==> src/rtl/lu_pkg.sv <==
// Shared definitions for the shared 16-bit logic unit and its arbiter.
package lu_pkg;

   localparam int LU_W = 16;

   typedef logic [LU_W-1:0] lu_word_t;

   localparam logic [2:0] LU_AND  = 3'b000;
   localparam logic [2:0] LU_OR   = 3'b001;
   localparam logic [2:0] LU_NAND = 3'b010;
   localparam logic [2:0] LU_NOR  = 3'b011;
   localparam logic [2:0] LU_NOT  = 3'b100;
   localparam logic [2:0] LU_XOR  = 3'b101;
   localparam logic [2:0] LU_XNOR = 3'b110;
   localparam logic [2:0] LU_NEG  = 3'b111;

endpackage

==> src/rtl/lu16_core.sv <==
// Purely combinational 16-bit logic unit: eight bitwise/negate operations.
module lu16_core
   import lu_pkg::*;
(
   input  logic [2:0]      op,
   input  logic [LU_W-1:0] a,
   input  logic [LU_W-1:0] b,
   output logic [LU_W-1:0] res
);

   // opcode decode
   always_comb begin
      res = {LU_W{1'b0}};
      case (op)
         LU_AND:  res = a & b;
         LU_OR:   res = a | b;
         LU_NAND: res = ~(a & b);
         LU_NOR:  res = ~(a | b);
         LU_NOT:  res = ~a;
         LU_XOR:  res = a ^ b;
         LU_XNOR: res = ~(a ^ b);
         LU_NEG:  res = ~a + 16'd1;
         default: res = {LU_W{1'b0}};
      endcase
   end

endmodule

==> src/rtl/lu_arbiter.sv <==
// Two-requester round-robin arbiter sharing one lu16_core, with a registered,
// tagged valid/ready result channel and a delivered-result counter.
module lu_arbiter
   import lu_pkg::*;
(
   input  logic            clk,
   input  logic            reset,
   input  logic [1:0]      req_valid,
   output logic [1:0]      req_ready,
   input  logic [2:0]      req_op0,
   input  logic [2:0]      req_op1,
   input  logic [LU_W-1:0] req_a0,
   input  logic [LU_W-1:0] req_a1,
   input  logic [LU_W-1:0] req_b0,
   input  logic [LU_W-1:0] req_b1,
   output logic            res_valid,
   input  logic            res_ready,
   output logic [LU_W-1:0] res_data,
   output logic            res_tag,
   output logic            res_zero,
   output logic [15:0]     op_count
);

   logic            prio_q, prio_d;
   logic            res_valid_q, res_valid_d;
   logic [LU_W-1:0] res_data_q, res_data_d;
   logic            res_tag_q, res_tag_d;
   logic            res_zero_q, res_zero_d;
   logic [15:0]     op_count_q, op_count_d;

   logic [1:0]      grant_s;
   logic            slot_free_s;
   logic            accept_s;
   logic            deliver_s;
   logic [2:0]      sel_op_s;
   logic [LU_W-1:0] sel_a_s, sel_b_s, lu_res_s;

   assign slot_free_s = ~res_valid_q | res_ready;
   assign deliver_s   = res_valid_q & res_ready;
   assign accept_s    = |grant_s;

   // grant depends only on handshake state, never on operands; held off during reset
   always_comb begin
      grant_s = 2'b00;
      if (!reset && slot_free_s) begin
         case (req_valid)
            2'b01:   grant_s = 2'b01;
            2'b10:   grant_s = 2'b10;
            2'b11:   grant_s = prio_q ? 2'b10 : 2'b01;
            default: grant_s = 2'b00;
         endcase
      end else begin
         grant_s = 2'b00;
      end
   end

   assign req_ready = grant_s;

   // operand mux in front of the single shared logic unit
   always_comb begin
      if (grant_s[1]) begin
         sel_op_s = req_op1;
         sel_a_s  = req_a1;
         sel_b_s  = req_b1;
      end else begin
         sel_op_s = req_op0;
         sel_a_s  = req_a0;
         sel_b_s  = req_b0;
      end
   end

   lu16_core u_core (
      .op  (sel_op_s),
      .a   (sel_a_s),
      .b   (sel_b_s),
      .res (lu_res_s)
   );

   // next-state for pointer, result register and counter
   always_comb begin
      prio_d      = prio_q;
      res_valid_d = res_valid_q;
      res_data_d  = res_data_q;
      res_tag_d   = res_tag_q;
      res_zero_d  = res_zero_q;
      op_count_d  = deliver_s ? (op_count_q + 16'd1) : op_count_q;
      if (accept_s) begin
         // prio becomes ~i for granted requester i, which equals grant_s[0]
         prio_d      = grant_s[0];
         res_valid_d = 1'b1;
         res_data_d  = lu_res_s;
         res_tag_d   = grant_s[1];
         res_zero_d  = (lu_res_s == 16'h0000);
      end else if (deliver_s) begin
         res_valid_d = 1'b0;
      end else begin
         res_valid_d = res_valid_q;
      end
   end

   // state registers with synchronous reset
   always_ff @(posedge clk) begin
      if (reset) begin
         prio_q      <= 1'b0;
         res_valid_q <= 1'b0;
         res_data_q  <= 16'h0000;
         res_tag_q   <= 1'b0;
         res_zero_q  <= 1'b0;
         op_count_q  <= 16'h0000;
      end else begin
         prio_q      <= prio_d;
         res_valid_q <= res_valid_d;
         res_data_q  <= res_data_d;
         res_tag_q   <= res_tag_d;
         res_zero_q  <= res_zero_d;
         op_count_q  <= op_count_d;
      end
   end

   assign res_valid = res_valid_q;
   assign res_data  = res_data_q;
   assign res_tag   = res_tag_q;
   assign res_zero  = res_zero_q;
   assign op_count  = op_count_q;

endmodule
==> config.mk <==
export PLATFORM = sky130hd
export DESIGN_NAME = lu_arbiter
export DESIGN_NICKNAME = d
export VERILOG_FILES = /design/src/rtl/lu_pkg.sv /design/src/rtl/lu16_core.sv /design/src/rtl/lu_arbiter.sv
export SDC_FILE = /design/constraint.sdc
export NUM_CORES = 1
export LEC_CHECK = 0
export ABC_CLOCK_PERIOD_IN_PS = 7000
export CAP_MARGIN = 20
export CORE_UTILIZATION = 30
export CTS_CLUSTER_DIAMETER = 50
export CTS_CLUSTER_SIZE = 12
export DETAILED_ROUTE_END_ITERATION = 10
export PLACE_DENSITY_LB_ADDON = 0.1
export SYNTH_ARGS = -nofsm -noshare
export SYNTH_HDL_FRONTEND = slang
export SYNTH_SLANG_ARGS = --single-unit
export TNS_END_PERCENT = 10
==> constraint.sdc <==
create_clock -name clk -period 7 [get_ports clk]
set_clock_uncertainty 0.2 [all_clocks]
set_input_delay 1.75 -clock clk [delete_from_list [all_inputs] [get_ports clk]]
set_output_delay 1.75 -clock clk [all_outputs]
set_load 0.005 [all_outputs]
Word-level counts from Yosys, hierarchy flattened

Cells that the tools add are included.

Reduce and logical (&&, ||, !) cells: 6
Equality and inequality tests: 10
Bitwise logic cells: 10
$add $sub $neg: 2
Mux-type cells: 9

Operators with widths:

| cell                                          | number |
|---|---|
| case mux 16 bit (8 select lines)              | 1 |
| NOT 16 bit                                    | 4 |
| adder 16 x 1 -> 16 bit, second input constant | 2 |
| 2-to-1 mux 16 bit                             | 2 |
| AND 16 bit                                    | 1 |
| logical NOT 16 bit                            | 1 |
| OR 16 bit                                     | 1 |
| XOR 16 bit                                    | 1 |
| == test 3 bit, second input constant          | 4 |
| == test 3 x 2 -> 1 bit, second input constant | 2 |
| case mux 2 bit (3 select lines)               | 1 |
| == test 2 bit, second input constant          | 2 |
| 2-to-1 mux 2 bit                              | 2 |
| == test 3 x 1 -> 1 bit, second input constant | 1 |
| logical NOT 3 bit                             | 1 |
| 2-to-1 mux 3 bit                              | 1 |
| == test 2 x 1 -> 1 bit, second input constant | 1 |
| 2-to-1 mux 1 bit                              | 2 |
| nonzero test 2 bit                            | 1 |
| OR reduction 2 bit                            | 1 |
| AND 1 bit                                     | 1 |
| logical AND 1 bit                             | 1 |
| logical NOT 1 bit                             | 1 |
| NOT 1 bit                                     | 1 |
| OR 1 bit                                      | 1 |

Bits in registers: 36
Bits of input ports: 75

Logic depth before layout (Yosys ltp)

Depth in word-level cells: 9
Depth in mapped cells: 18
Depth with buffers taken out: 15

By module

A second synthesis with hierarchy kept.

Cell total of the unflattened synthesis: 479
Area, all modules: 3,806.2 µm²

By module, submodules not included:

| module     | area each (µm²) | times used | cells an instance | seq. area each (µm²) |
|---|---|---|---|---|
| lu_arbiter | 1,970.6         | 1          | 199               | 720.7 |
| lu16_core  | 1,835.5         | 1          | 280               | 0.0 |

Least setup slack after synthesis

Ideal clock, no wire load.

Path type: input to register
Start point: in res_ready
End point: reg res_zero_q, in the netlist res_zero
Stages: 15
Setup slack: 1.362 ns
Required time: 6.704 ns
Arrival time: 5.342 ns
Cells stage by stage: nor2b_1 -> or4_4 -> buf_6 -> buf_6 -> buf_2 -> clkbuf_1 -> buf_1 -> mux2i_1 -> ha_1 -> nand3_1 -> or4_1 -> nor3_1 -> nor4_1 -> o32a_1 -> o41ai_2

Cells in the longest elaborated chain, start to end: 8
Elaborated cells between the ends (all ways): 25
Classes of those cells: 1 x add/sub; 7 x eq/ne; 5 x mux; 8 x bitwise; 4 x reduce/logical

Ends and longest elaborated chain:

| element                                        | line                             | text |
|---|---|---|
| start: declaration                             | lu_arbiter.sv:17                 | `input logic res_ready,` |
| OR 1 bit *                                     | lu_arbiter.sv:38                 | `assign slot_free_s = ~res_valid_q \| res_ready;` |
| logical AND 1 bit *                            | lu_arbiter.sv:45                 | `if (!reset && slot_free_s) begin` |
| 2-to-1 mux 2 bit *                             | lu_arbiter.sv:45                 |  |
| 2-to-1 mux 16 bit                              | lu_arbiter.sv:61                 | `if (grant_s[1]) begin` |
| NOT 16 bit (tied with other cells)             | lu16_core.sv:19, lu16_core.sv:22 |  |
| adder 16 x 1 -> 16 bit (tied with other cells) | lu16_core.sv:22                  | `LU_NEG: res = ~a + 16'd1;` |
| case mux 16 bit (8 select lines)               | lu16_core.sv:14                  | `case (op)` |
| logical NOT 16 bit                             | lu_arbiter.sv:93                 | `res_zero_d = (lu_res_s == 16'h0000);` |
| end signal: assignment                         | lu_arbiter.sv:115                | `res_zero_q <= res_zero_d;` |
| end: declaration                               | lu_arbiter.sv:28                 | `logic res_zero_q, res_zero_d;` |

Every way passes the cells marked *; elsewhere a longest branch is shown, timed or not.
A chain may end at the register's enable or synchronous reset.

Worst setup path in the final report

Start point: in req_valid[1]
End point: out req_ready[1]

Cells in the longest elaborated chain, start to end: 3
Elaborated cells between the ends (all ways): 5
Classes of those cells: 3 x eq/ne; 2 x mux

Ends and longest elaborated chain:

| element                                                 | line             | text |
|---|---|---|
| start: declaration                                      | lu_arbiter.sv:8  | `input logic [1:0] req_valid,` |
| == test 2 bit or == test 2 x 1 -> 1 bit (tied branches) | lu_arbiter.sv:46 | `case (req_valid)` |
| case mux 2 bit (3 select lines) *                       | lu_arbiter.sv:46 |  |
| 2-to-1 mux 2 bit *                                      | lu_arbiter.sv:45 |  |
| end: declaration                                        | lu_arbiter.sv:9  | `output logic [1:0] req_ready,` |

Marked as above.

==> flow_metrics.env <==
export IMPL_ant_nets=0
export IMPL_track_usage_pct=22.7
export IMPL_reg2reg_setup_slack_ps=2920
export IMPL_synth_cell_types=65
export IMPL_post_cts_buffers=0
export IMPL_utilization_pct=40.7
export IMPL_core_area_um2=13900
export IMPL_cp_end_kind="output port"
export IMPL_path_clk_slew_ps=50
export IMPL_start_kind="input pin"
export IMPL_yosysWarnings=0
export IMPL_htree_levels=2
export IMPL_required_ps=5050
export IMPL_setup_violations=0
export IMPL_start_util_pct=30.6
export IMPL_synth_edf_count=0
export IMPL_num_rows=43
export IMPL_antenna_found_initial=0
export IMPL_cts_tree="built"
export IMPL_tns_ps=0
export IMPL_drt_iter0_drc=412
export IMPL_cts_buffers=5
export IMPL_dieHeight_um=121
export IMPL_synth_common_cells="64 x nor2_1, 63 x nand2_1, 45 x a21oi_1"
export IMPL_power_density_nw_per_um2=135
export IMPL_finalHoldViolCount=0
export IMPL_rsz0062_at_grt="no"
export IMPL_reg2reg_to="res_zero"
export IMPL_seq_area_frac_synth_pct=16.9
export IMPL_grt_pass1_wl_um=25800
export IMPL_placedCellCount=857
export IMPL_clk_path_buf_depth=2
export IMPL_die_x_um=121
export IMPL_drc=0
export IMPL_crit_path_start="req_valid[1]"
export IMPL_yosysTopAreaCellShare_pct=16.9
export IMPL_dieArea_um2=14700
export IMPL_netlist_area_um2=4250
export IMPL_n_antenna_cell=0
export IMPL_hold_end="res_data[15]"
export IMPL_gr_total_overflow=0
export IMPL_vias=4847
export IMPL_worst_slew_pin_slew_ps=1050
export IMPL_relSlewSlack_pct=29.7
export IMPL_drive_gt1_share_pct=4.53
export IMPL_fin_cells=864
export IMPL_cellLeakagePower_nw=2.40
export IMPL_synthCells=592
export IMPL_cp_arrival_ps=3860
export IMPL_grt_pass1_vias=4659
export IMPL_path_max_fanout=27
export IMPL_cts_resized_gates=0
export IMPL_synthesis_nets=701
export IMPL_synth_area_top_cells="dfxtp_1 17%, mux2i_1 10%, ha_1 10%, nor2_1 5.6%, nand2_1 5.6%"
export IMPL_path_class="in -> out"
export IMPL_fin_crit_ps=5810
export IMPL_drv_slew=0
export IMPL_numClockSinks=36
export IMPL_io_pins=112
export IMPL_p_total_mw=0.760
export IMPL_hold_path_class="reg -> reg"
export IMPL_worstHoldPathCells=2
export IMPL_drt_pass1_iterations=6
export IMPL_yosysTopAreaCell="dfxtp_1"
export IMPL_min_from="res_data[15]"
export IMPL_ctsRootBufferMaster="clkbuf_16"
export IMPL_asyncSetResetFlopFracSynth_pct=0
export IMPL_wirelength_um=16400
export IMPL_status="completed"
export IMPL_vias_per_cell=5.61
export IMPL_hpwl_um=12400
export IMPL_max_cap_violations=0
export IMPL_synth_main_ff_cell="dfxtp_1"
export IMPL_fmax_mhz=172
export IMPL_grt_max_degree=55
export IMPL_syn_area_per_cell_um2=7.18
export IMPL_wl_per_cell_um=19.0
export IMPL_finalCritPeriodShare_pct=83.0
export IMPL_ys_ff_latch=36
export IMPL_rr_worst_depth=11
export IMPL_syn2layout_area_growth_pct=32.7
export IMPL_clock_latency_ps=270
export IMPL_port_buffers=111
export IMPL_gp_congestion=0.941
export IMPL_r2r_start="res_valid"
export IMPL_ir_worst_vdd_mv=0.0886
export IMPL_synth_most_common_cell="nor2_1"
export IMPL_fin_nets=793
export IMPL_holdBufCountCts=0
-- kinds of logic (layout without fill, tap and decap cells) --
family | after synthesis | in the layout | synth area share (%)
AO/OA/AOI/OAI | 157 | 157 | 24.5
XOR/XNOR | 21 | 21 | 4.32
adder cells (fa/ha/maj) | 34 | 34 | 10.0
buffers and inverters | 77 | 169 | 7.65
AND/OR/NAND/NOR | 215 | 215 | 23.7
flip-flops | 36 | 36 | 16.9
multiplexers | 52 | 52 | 12.9
-- registers in the layout, summed over array words and instances (netlist names) --
name / flops
res_tag: 1
res_zero: 1
res_data: 16
op_count: 16
res_valid: 1
prio_q: 1
-- cells in the final DEF, fill, tap and decap left out, types with 3 or more instances in the layout --
cell type and count:
xor2_1 11, clkdlybuf4s50_1 111, o211ai_1 8, mux2_2 5, a221oi_1 4, a31oi_1 8
a211oi_1 6, a21boi_0 5, nor2_1 64, and2_1 4, o22ai_1 7, o221ai_1 3
buf_4 9, a21oi_1 44, xnor2_1 10, a22oi_1 6, nand4b_1 3, or3_1 12
a22o_1 3, nand2_1 63, nand3_1 16, mux2i_1 44, clkbuf_16 5, nor3_1 22
nand4_1 5, dfxtp_1 36, and3_1 8, o32a_1 3, o2bb2ai_1 3, ha_1 34
o21ai_0 30, nor4_1 8, inv_1 39
-- metal layers --
metal | global-route usage [%] | vias up | wire length [µm]
met3 | 3.76 | 31 | 1160
met1 | 31.5 | 2260 | 7610
met2 | 35.3 | 214 | 7160
met5 | 0 | - | 0
met4 | 7.72 | 0 | 459
li1 | - | 2342 | -
-- how the worst max path moves through the flow --
| stage | end | slack [ps] | cells past startpoint |
|---|---|---|---|
| after CTS | req_ready[1] | 1180 | 5 |
| after detailed placement | res_zero | 1040 | 12 |
| after global routing | res_zero | 1040 | 13 |
| after floorplan | res_zero | 1360 | 15 |
| after global placement | res_zero | 1120 | 12 |
| final | req_ready[1] | 1190 | 5 |
-- stage by stage --
step                setup WS (ps)  hold WS, ps  cell area, µm²
floorplan                    1360          252            4250
global placement             1120          246            5500
detailed placement           1040          247            5510
CTS                          1180          254            5640
global route                 1040          276            5640
finish                       1190          252            5640
-- final cells by class --
type | instances | area, µm²
sequential | 36 | 721
fill | 1467 | 8240
clock buffer | 6 | 129
multi-input combinational | 479 | 3210
inverter | 41 | 154
tap | 180 | 225
timing repair buffer | 121 | 1200
clock inverter | 1 | 5.00
-- where the power goes --
group	internal [mW]	switching [mW]
clock	0.129	0.0787
sequential	0.216	0.00613
combinational	0.144	0.186
total	0.489	0.271
-- worst max-delay path, stage by stage --
cell and delay, ps:
clkdlybuf4s50_1 570, inv_2 60, or4_4 740, clkinv_1 190, clkdlybuf4s50_1 530
No activity file was read; power rests on OpenSTA's default activity.
